File: config.mk
export PLATFORM = sky130hd
export DESIGN_NAME = f1_start_sequencer_flat
export DESIGN_NICKNAME = d
export VERILOG_FILES = /design/src/rtl/f1_start_sequencer_if.sv /design/src/rtl/f1_start_sequencer.sv /design/src/flat_wrapper.sv
export SDC_FILE = /design/constraint.sdc
export NUM_CORES = 1
export LEC_CHECK = 0
export BUFFER_PORTS_ARGS = -buffer_cell sky130_fd_sc_hd__buf_2
export CORE_ASPECT_RATIO = 1.25
export CORE_MARGIN = 3
export CORE_UTILIZATION = 40
export CTS_BUF_LIST = sky130_fd_sc_hd__clkbuf_4
export CTS_CLUSTER_DIAMETER = 40
export DETAILED_ROUTE_END_ITERATION = 8
export SYNTH_ARGS = -nofsm -noshare
export SYNTH_HDL_FRONTEND = slang
export SYNTH_SLANG_ARGS = --single-unit
File: constraint.sdc
create_clock -name clk -period 5.2 [get_ports clk]
set_clock_uncertainty 0.1 [all_clocks]
set_input_delay 0.26 -clock clk [delete_from_list [all_inputs] [get_ports clk]]
set_output_delay 0.26 -clock clk [all_outputs]
set_load 0.01 [all_outputs]
File: src/rtl/f1_start_sequencer_if.sv
// Handshake bundle between the F1 start sequencer and its surroundings:
// start/button requests in, lights FSM control and reaction results out.
interface f1_start_sequencer_if #(
    parameter int REACT_W = 16
);
    logic               trigger;
    logic               button;
    logic               lights_en;
    logic               lights_rst;
    logic               lights_out;
    logic               busy;
    logic [REACT_W-1:0] react_time;
    logic               react_valid;
    logic               jump_start;

    modport slave (
        input  trigger, button,
        output lights_en, lights_rst, lights_out, busy, react_time, react_valid, jump_start
    );

    modport master (
        output trigger, button,
        input  lights_en, lights_rst, lights_out, busy, react_time, react_valid, jump_start
    );
endinterface

File: src/rtl/f1_start_sequencer.sv
// F1 start-lights controller: steps the lights FSM, holds for a random delay, then times
// the driver. Define F1_SEQ_TIMEOUT_EN to abandon the reaction wait when the counter saturates.
module f1_start_sequencer #(
    parameter int TICK_DIV   = 24,
    parameter int LFSR_WIDTH = 7,
    parameter int REACT_W    = 16
) (
    input logic               clk,
    input logic               rst,
    f1_start_sequencer_if.slave bus
);

    localparam logic [1:0] IDLE  = 2'd0;
    localparam logic [1:0] COUNT = 2'd1;
    localparam logic [1:0] HOLD  = 2'd2;
    localparam logic [1:0] REACT = 2'd3;

    localparam int            TW        = (TICK_DIV > 1) ? $clog2(TICK_DIV) : 1;
    localparam logic [TW-1:0] TICK_LAST = TW'(TICK_DIV - 1);

    logic [1:0]            state;
    logic [TW-1:0]         tick_cnt;
    logic [2:0]            step_cnt;
    logic [LFSR_WIDTH-1:0] hold_cnt;
    logic [LFSR_WIDTH-1:0] hold_len;
    logic [LFSR_WIDTH-1:0] lfsr;
    logic [REACT_W-1:0]    react_cnt;
    logic [REACT_W-1:0]    react_time_q;
    logic                  trigger_q;
    logic                  button_q;

    logic trig_edge;
    logic btn_edge;
    logic tick_wrap;
    logic jump;
    logic hold_done;
    logic react_sat;
    logic timeout_hit;
    logic react_done;

    assign trig_edge = bus.trigger & ~trigger_q;
    assign btn_edge  = bus.button & ~button_q;
    assign tick_wrap = (tick_cnt == TICK_LAST);
    assign jump      = btn_edge && ((state == COUNT) || (state == HOLD));
    assign hold_done = (state == HOLD) && tick_wrap && (hold_cnt == hold_len - 1'b1);
    assign react_sat = (react_cnt == {REACT_W{1'b1}});

`ifdef F1_SEQ_TIMEOUT_EN
    assign timeout_hit = react_sat;
`else
    assign timeout_hit = 1'b0;
`endif

    assign react_done = (state == REACT) && (btn_edge || timeout_hit);

    // The COUNT entry cycle is the only one with both counters at zero, so it needs no flag.
    assign bus.lights_rst  = ((state == COUNT) && (tick_cnt == '0) && (step_cnt == '0))
                             || hold_done || jump;
    assign bus.lights_en   = (state == COUNT) && tick_wrap && !jump;
    assign bus.lights_out  = (state == REACT);
    assign bus.busy        = (state != IDLE);
    assign bus.react_valid = react_done;
    assign bus.jump_start  = jump;
    assign bus.react_time  = react_time_q;

    always_ff @(posedge clk) begin
        if (rst) begin
            state        <= IDLE;
            tick_cnt     <= '0;
            step_cnt     <= '0;
            hold_cnt     <= '0;
            hold_len     <= '0;
            lfsr         <= LFSR_WIDTH'(1);
            react_cnt    <= '0;
            react_time_q <= '0;
            trigger_q    <= 1'b0;
            button_q     <= 1'b0;
        end else begin
            trigger_q <= bus.trigger;
            button_q  <= bus.button;
            // Taps at the top two bits give x^7+x^6+1 for the default width.
            lfsr      <= {lfsr[LFSR_WIDTH-2:0], lfsr[LFSR_WIDTH-1] ^ lfsr[LFSR_WIDTH-2]};

            case (state)
                IDLE: begin
                    if (trig_edge) begin
                        state    <= COUNT;
                        tick_cnt <= '0;
                        step_cnt <= '0;
                    end
                end
                COUNT: begin
                    if (jump) begin
                        state <= IDLE;
                    end else begin
                        tick_cnt <= tick_wrap ? '0 : tick_cnt + 1'b1;
                        if (tick_wrap) begin
                            step_cnt <= step_cnt + 1'b1;
                            if (step_cnt == 3'd7) begin
                                state    <= HOLD;
                                hold_len <= lfsr;
                                hold_cnt <= '0;
                            end
                        end
                    end
                end
                HOLD: begin
                    if (jump) begin
                        state <= IDLE;
                    end else begin
                        tick_cnt <= tick_wrap ? '0 : tick_cnt + 1'b1;
                        if (hold_done) begin
                            state     <= REACT;
                            react_cnt <= '0;
                        end else if (tick_wrap) begin
                            hold_cnt <= hold_cnt + 1'b1;
                        end
                    end
                end
                default: begin
                    // On timeout the counter already reads all ones, so one assignment covers both exits.
                    if (react_done) begin
                        state        <= IDLE;
                        react_time_q <= react_cnt;
                    end else if (!react_sat) begin
                        react_cnt <= react_cnt + 1'b1;
                    end
                end
            endcase
        end
    end

endmodule

File: src/flat_wrapper.sv
// flat-port wrapper written by rule: the top's interface ports become plain ports
module f1_start_sequencer_flat 
#(
    parameter int TICK_DIV   = 24,
    parameter int LFSR_WIDTH = 7,
    parameter int REACT_W    = 16
)
  (clk, rst, bus_trigger, bus_button, bus_lights_en, bus_lights_rst, bus_lights_out, bus_busy, bus_react_time, bus_react_valid, bus_jump_start);
  f1_start_sequencer_if #(.REACT_W(REACT_W)) bus_i ();
  input logic clk;
  input logic rst;
  input wire logic [$bits(bus_i.trigger)-1:0] bus_trigger;
  input wire logic [$bits(bus_i.button)-1:0] bus_button;
  output wire logic [$bits(bus_i.lights_en)-1:0] bus_lights_en;
  output wire logic [$bits(bus_i.lights_rst)-1:0] bus_lights_rst;
  output wire logic [$bits(bus_i.lights_out)-1:0] bus_lights_out;
  output wire logic [$bits(bus_i.busy)-1:0] bus_busy;
  output wire logic [$bits(bus_i.react_time)-1:0] bus_react_time;
  output wire logic [$bits(bus_i.react_valid)-1:0] bus_react_valid;
  output wire logic [$bits(bus_i.jump_start)-1:0] bus_jump_start;
  assign bus_i.trigger = bus_trigger;
  assign bus_i.button = bus_button;
  assign bus_lights_en = bus_i.lights_en;
  assign bus_lights_rst = bus_i.lights_rst;
  assign bus_lights_out = bus_i.lights_out;
  assign bus_busy = bus_i.busy;
  assign bus_react_time = bus_i.react_time;
  assign bus_react_valid = bus_i.react_valid;
  assign bus_jump_start = bus_i.jump_start;
  f1_start_sequencer #(.TICK_DIV(TICK_DIV), .LFSR_WIDTH(LFSR_WIDTH), .REACT_W(REACT_W)) u_core (.clk(clk), .rst(rst), .bus(bus_i));
endmodule
==> results of run 1 <==
-- layout make-up --
| cell class | instances | area, µm² | share of cell area [%] |
|---|---|---|---|
| Clock buffer | 11 | 82.58 | 2.282 |
| Multi-Input combinational cell | 302 | 1863 | 51.49 |
| Clock inverter | 4 | 21.27 | 0.5878 |
| Inverter | 21 | 78.83 | 2.178 |
| Sequential cell | 65 | 1301 | 35.96 |
| Timing Repair Buffer | 28 | 152.6 | 4.219 |
| Tap cell | 95 | 118.9 | 3.285 |
-- routing by layer --
| layer | up-vias | part of all wire [%] | track usage [%] |
|---|---|---|---|
| li1 | 1450 | - | - |
| met1 | 1276 | 51 | 21.10 |
| met2 | 42 | 44 | 23.01 |
| met3 | 9 | 3.6 | 4.116 |
| met4 | 0 | 1.6 | 5.592 |
| met5 | - | 0 | 0 |
-- worst register-to-register path, cell delays in order (launching register included) --
cell and delay, ns:
dfxtp_1 0.37, inv_1 0.09, ha_1 0.50, o21ai_0 0.33, a221o_1 0.38, a21oi_1 0.56, nand2_1 0.24, o41ai_1 0.33
-- power breakdown --
| part | leakage (µW) | total (µW) | internal (µW) | switching [µW] |
|---|---|---|---|---|
| sequential | 0.000525 | 536 | 514 | 21.2 |
| clock | 0.0000618 | 280 | 104 | 176 |
| combinational | 0.000743 | 236 | 89.4 | 147 |
| total | 0.00133 | 1050 | 707 | 345 |
-- stage by stage --
stage,setup slack (ns),instances,util [%],power [µW],hold slack (ns)
after floorplan,2.853,406,-,727.9,0.2891
after global placement,2.338,509,44.08,778.0,0.3413
after detailed placement,2.232,509,44.08,782.1,0.3460
after CTS,2.195,526,45.64,1064,0.3103
after global routing,1.856,526,45.64,1114,0.3315
final,2.196,526,45.64,1052,0.3240
-- cell families after synthesis --
group | count (synthesis)
AND/OR/NAND/NOR | 183
AO/OA/AOI/OAI | 82
flip-flops | 65
buffers and inverters | 39
multiplexers | 14
adder cells (fa/ha/maj) | 13
XOR/XNOR | 10
-- cell usage in the layout, fill, tap and decap left out, types with 2 or more instances in the layout --
cell,count
a211o_1,4
a21o_1,6
a21oi_1,49
a311o_1,2
and2_1,3
and3_1,4
and3b_1,2
buf_2,25
clkbuf_4,11
clkinv_1,2
dfxtp_1,65
dlygate4sd3_1,2
ha_1,13
inv_1,21
mux2i_1,13
nand2_1,70
nand2b_1,17
nand3_1,31
nand3b_1,3
nand4_1,6
nand4b_1,2
nor2_1,16
nor2b_1,8
nor3_1,3
nor3b_1,2
o21ai_0,3
o21ai_1,2
o311ai_0,2
o41ai_1,3
or2_2,2
or2b_1,2
or3_1,4
or4_1,2
xnor2_1,6
xor2_1,4
-- path summary, 6_finish.rpt --
| check | slack, ns | start | to | depth (start not counted) |
|---|---|---|---|---|
| hold / removal | 0.32 | rst | u_core.trigger_q | 3 |
| setup / recovery | 2.20 | u_core.state[0] | u_core.hold_cnt[4] | 7 |
| hold reg to reg | 0.36 | u_core.bus.react_time[15] | u_core.bus.react_time[15] | 2 |
| setup reg to reg | 2.20 | u_core.state[0] | u_core.hold_cnt[4] | 7 |
-- repair_timing --
action | 4_1_cts | 5_1_grt
endpoints found under the setup margin | 0 | 0
hold buffers | 2 | 0
endpoints found under the hold margin | 2 | 0
-- state kept, by name, indices dropped and copies added (netlist names) --
| register | count |
|---|---|
| u_core.bus.react_time | 16 |
| u_core.react_cnt | 16 |
| u_core.hold_cnt | 7 |
| u_core.hold_len | 7 |
| u_core.lfsr | 7 |
| u_core.tick_cnt | 5 |
| u_core.step_cnt | 3 |
| u_core.state | 2 |
| u_core.button_q | 1 |
| u_core.trigger_q | 1 |
==> key figures, run 1 <==
Floorplanning
  • Core area: 7928 µm²
  • Die X: 87.63 µm
  • Initial core utilization: 42.03%
  • Height of the die: 108.0 µm
  • Die ar.: 9468 µm²
  • I/O pin total: 26
  • Rows: 36

Synthesis
  • Synthesis Warnings: 0
  • Commonest cells post-synth: nand2_1 (70), dfxtp_1 (65), a21oi_1 (49), nand3_1 (31), inv_1 (21)
  • Synth Area in Compound Gates: 15.66%
  • Post-synth top area share: 39.05%
  • Post-Synth Adder-Cell Area: 4.882%
  • Post-synthesis sequential area ratio: about two fifths
  • Multiplexer share of the synthesized area: 4.243%
  • Library cells used by synthesis: 53
  • Register bit total from synthesis: 65
  • Asr flop ratio synth: 0%
  • Yosys top cell by area: dfxtp_1
  • XOR/XNOR Fraction of Synth Area: 2.629%
  • Syn Nets: about 420
  • Synth top area cells: dfxtp_1 (39%), nand2_1 (7.9%), a21oi_1 (7.4%)
  • Synth Instances: just over 400
  • Synth Flop Type: dfxtp_1
  • Count leader, synth: nand2_1
  • Largest family of logic cells by synthesized area: simple AND/OR/NAND/NOR gates
  • Avg Inst Size Synth: 8.207 µm²
  • Post-Syn Area: 3332 µm²
  • Post-synth EDFFs: 0
  • Synth Area in Simple Gates: 28.50%

Timing
  • Final setup vio count: 0
  • Fmax: 332.9 MHz
  • Unrepaired setup endpoints after global routing: false
  • Slew HR: between 20% and 30%
  • Final TNS setup: 0 ns
  • Post-layout minimum cycle time: 3.004 ns
  • Fin crit share: 57.76%
  • Worst-margin pin slew: 1.149 ns
  • Final hold vios: 0
  • Slew Viols, Final: 0

Layout
  • Post-route cell area: between 3000 and 4000 µm²
  • Antenna Diode Count: 0
  • Layout cells sized above 1: 11.14%
  • Area Overhead vs Synth: 8.599%
  • Nets: 444
  • Layout fillers: 797

Clock tree
  • Clk sinks: 65
  • Setup Buffers After CTS: 0
  • Root buffer cell: clkbuf_4
  • CTS Buffer Depth: 2
  • Reg clk slew, reported paths: 0.12 ns
  • Cts repair resizes: 0
  • CTS buffer count: 9
  • H-tree Lvls: 3
  • Clock Latency Late Sink: about 0.41 ns
  • CTS tree: yes

GRT
  • GRT overflow: 0
  • Vias in the first global route: 2468
  • First-pass GRT wire length: approximately 12000 µm
  • Initial antenna violation count: 0
  • GRT Overall Usage: 15.37%
  • Largest net degree at the start of global routing: between 50 and 60

Worst setup path
  • CP Buf/Inv Count: 1
  • Critical path launch point type: flop
  • Slowest cell on the critical path: a21oi_1
  • Data arrival time of the critical path: 3.21 ns
  • Worst EP required: 5.41 ns
  • Crit path max fanout: 17
  • Worst setup EP type: flop
  • Critical path class: flop to flop
  • Crit-path leading delay family: compound AO/OA/AOI/OAI gates
  • Critical-path cell list: inv_1 > ha_1 > o21ai_0 > a221o_1 > a21oi_1 > nand2_1 > o41ai_1
  • CP peak stage delay: 0.56 ns

Routing
  • WL final: 7002 µm
  • Antenna Nets Post-Route: 0
  • Initial DRC count: 166
  • # DRC: 0
  • WL/cell: 13.31 µm
  • Total vias in the final route: 2777
  • First-pass DRT Iterations: 4
  • Vias/cell: between 5 and 6

Placed design
  • Final Wtd Congestion: 0.8635
  • Detailed placement HPWL: 4829 µm
  • Placed Area: 3495 µm²
  • Buffers on Ports: 25

Pwr
  • Pwr/cell area: 290.7 nW/µm²
  • Peak VDD IR: 0.0001212 V
  • P_leak: 0.001330 µW

Run
  • Max_cap viols: 0

Min path
  • Worst min path class: input pin to flop

Outcome
  • Outcome: finished, final reports clean
Power figures use the tool's default switching activity.
==> run 2, diff against run 1 <==
Settings changed: ABC_AREA set to 1.
Clock period 5.2 ns to 3 ns, I/O delays scaled along.
==> run 2 against run 1 <==
  * Die area up 6.2%
  * Clock power rose by 68%
  * Largest power group is now combinational cells
  * Sequential share of layout area fell by 2.4 points
  * Critical path depth grew 3
  * Register-to-register slack worse by 1.4 ns
  * Highest routed layer unchanged
  * Routed wire length up 19%
  * Flip-flop and latch count did not move
  * Design area rose by 7.1%
  * Largest cell class unchanged
==> key figures, run 2 <==
Outcome
  • Outcome: finished, final reports clean

Routing
  • # DRC: 0
  • WL/cell: 12.63 µm
  • WL final: between 8000 and 9000 µm
  • Vias/cell: 5.056
  • First-pass DRT Iterations: 4
  • Total vias in the final route: 3347
  • Antenna Nets Post-Route: 0
  • Initial DRC count: approximately 170

Floorplanning
  • Height of the die: 111.4 µm
  • Rows: 37
  • Die X: ~90 µm
  • Die ar.: 10050 µm²
  • Core area: 8426 µm²
  • I/O pin total: 26
  • Initial core utilization: a little over two fifths

Clock tree
  • Root buffer cell: clkbuf_4
  • Reg clk slew, reported paths: 0.11 ns
  • Clock Latency Late Sink: ~0.45 ns
  • H-tree Lvls: 3
  • CTS Buffer Depth: 2
  • Setup Buffers After CTS: 0
  • CTS tree: yes
  • Clk sinks: 65
  • CTS buffer count: 9

Worst setup path
  • Critical path class: flop to primary output
  • Worst Reg-to-Reg Cells: 7
  • R2R setup slack: 0.77 ns
  • Worst EP required: around 2.8 ns
  • Critical path launch point type: flop
  • Reg2reg end: u_core.tick_cnt[0]
  • CP startpoint: u_core.hold_len[0]
  • Crit path max fanout: 4
  • Data arrival time of the critical path: 2.01 ns
  • R2R Path Start: u_core.state[0]
  • Worst setup EP type: primary output

Synthesis
  • Post-synth EDFFs: 0
  • Yosys top cell by area: dfxtp_1
  • Synthesis Warnings: 0
  • Post-Syn Area: 3552 µm²
  • Synth top area cells: dfxtp_1 (37%), nand2_1 (12%), a21oi_1 (8.3%)
  • Asr flop ratio synth: 0%
  • Synth Instances: 519
  • Syn Nets: 536
  • Count leader, synth: nand2_1
  • Avg Inst Size Synth: around 7 µm²
  • Synth Flop Type: dfxtp_1
  • Post-synthesis sequential area ratio: 36.63%
  • Register bit total from synthesis: 65
  • Post-synth top area share: 36.63%
  • Library cells used by synthesis: 36
  • Commonest cells post-synth: nand2_1 (116), dfxtp_1 (65), nor2_1 (63), a21oi_1 (59), inv_1 (53)

Min path
  • Hold path depth: 4
  • Worst min path class: input pin to flop
  • Hold Path End: u_core.react_cnt[1]
  • Hold path start: rst

Timing
  • Final TNS setup: 0 ns
  • Fmax: 443.3 MHz
  • Worst-margin pin slew: 0.6164 ns
  • Slew Viols, Final: 0
  • Final setup vio count: 0
  • Final hold vios: 0
  • Post-layout minimum cycle time: 2.256 ns
  • Hold Slack: 0.1167 ns
  • Slew HR: 58.81%
  • Unrepaired setup endpoints after global routing: false
  • Fin crit share: 75.19%

GRT
  • Initial antenna violation count: 0
  • First-pass GRT wire length: 14500 µm
  • GRT Overall Usage: between 10% and 20%
  • GRT overflow: 0
  • Vias in the first global route: 3164
  • Largest net degree at the start of global routing: 51

Placed design
  • Placed Area: between 3000 and 4000 µm²
  • Detailed placement HPWL: 5919 µm
  • Buffers on Ports: 25
  • Final Wtd Congestion: approximately 0.90

Pwr
  • P_leak: 0.001558 µW
  • Pwr/cell area: 638.2 nW/µm²
  • Peak VDD IR: 0.0003340 V

Layout
  • Final Core Density: 45.98%
  • Layout fillers: 934
  • Commonest non-fill, non-tap cell in the layout: nand2_1
  • Antenna Diode Count: 0
  • Most frequent cells in the layout: nand2_1 (116), dfxtp_1 (65), nor2_1 (63)
  • Layout cells sized above 1: 11.38%
  • Post-route cell area: 3874 µm²
  • Nets: 558
  • Area Overhead vs Synth: 9.053%

Run
  • Max_cap viols: 0
-- run 2: cell types whose count changed in the layout (fill, tap and decap cells not counted), sizes merged, moves of 5 or more --
cell and change:
nand2b -17, nand4 +14, inv +36, nand2 +51, a21o -6, a21oi +12
nor2 +52, mux2i -13, xor2 +7, nor2b -8, nand3 +10, o21ai +9
or3 -5
-- run 2: metal layers --
layer / track usage (%) / share of wire, % / vias to the layer above
met4: 7.661 / 1.9 / 0
met5: 0 / 0 / -
met3: 3.581 / 3.0 / 11
li1: - / - / 1740
met1: 21.07 / 46 / 1543
met2: 29.81 / 49 / 53
-- run 2: how the worst max path moves through the flow --
| stage | slack [ns] | end | depth (start not counted) |
|---|---|---|---|
| after floorplan | 1.0 | u_core.hold_len[1] | 9 |
| after global placement | 0.85 | u_core.hold_cnt[0] | 9 |
| after detailed placement | 0.80 | u_core.tick_cnt[0] | 7 |
| after CTS | 0.72 | bus_lights_rst | 10 |
| after global routing | 0.49 | u_core.tick_cnt[0] | 7 |
| final | 0.74 | bus_lights_rst | 10 |
-- run 2: layout make-up --
cell class	count	area [µm²]	area share [%]
Sequential cell	65	1301	33.59
Tap cell	117	146.4	3.779
Multi-Input combinational cell	376	1936	49.97
Timing Repair Buffer	32	182.7	4.716
Clock inverter	6	26.28	0.6783
Clock buffer	9	67.56	1.744
Inverter	57	214.0	5.523
-- run 2: through the flow --
step / cells / setup WS, ns / power (µW)
4_1_cts: 662 / 0.7151 / 2491
5_1_grt: 662 / 0.4945 / 2674
3_5_place_dp: 645 / 0.7982 / 2020
3_3_place_gp: 645 / 0.8453 / 1998
2_1_floorplan: 519 / 0.9980 / 1794
6_report: 662 / 0.7444 / 2472
-- run 2: kinds of logic after synthesis --
logic type               Yosys count  share of synthesized area, %
AND/OR/NAND/NOR                  264                         33.57
AO/OA/AOI/OAI                     83                         12.40
buffers and inverters             78                         8.876
flip-flops                        65                         36.63
XOR/XNOR                          16                         3.945
adder cells (fa/ha/maj)           13                         4.579
-- run 2: report_power, final --
part | switching, µW | leakage (µW) | total (µW) | internal [µW]
sequential | 65.1 | 0.000527 | 993 | 928
combinational | 699 | 0.000973 | 1010 | 309
clock | 318 | 0.0000578 | 471 | 153
-- run 2: timing repair --
| item | 4_1_cts | 5_1_grt |
|---|---|---|
| hold buffers | 2 | 0 |
| hold endpoints to repair | 2 | 0 |
| resized for setup | 0 | 0 |
-- run 2: critical path, stage by stage, from the launching register on --
cell,delay [ns]
dfxtp_1,0.35
inv_1,0.08
ha_1,0.32
a21oi_1,0.15
nand2_1,0.06
nor2_1,0.09
nand2_1,0.07
nor2_2,0.11
nand2_2,0.10
nand3_1,0.10
buf_2,0.14
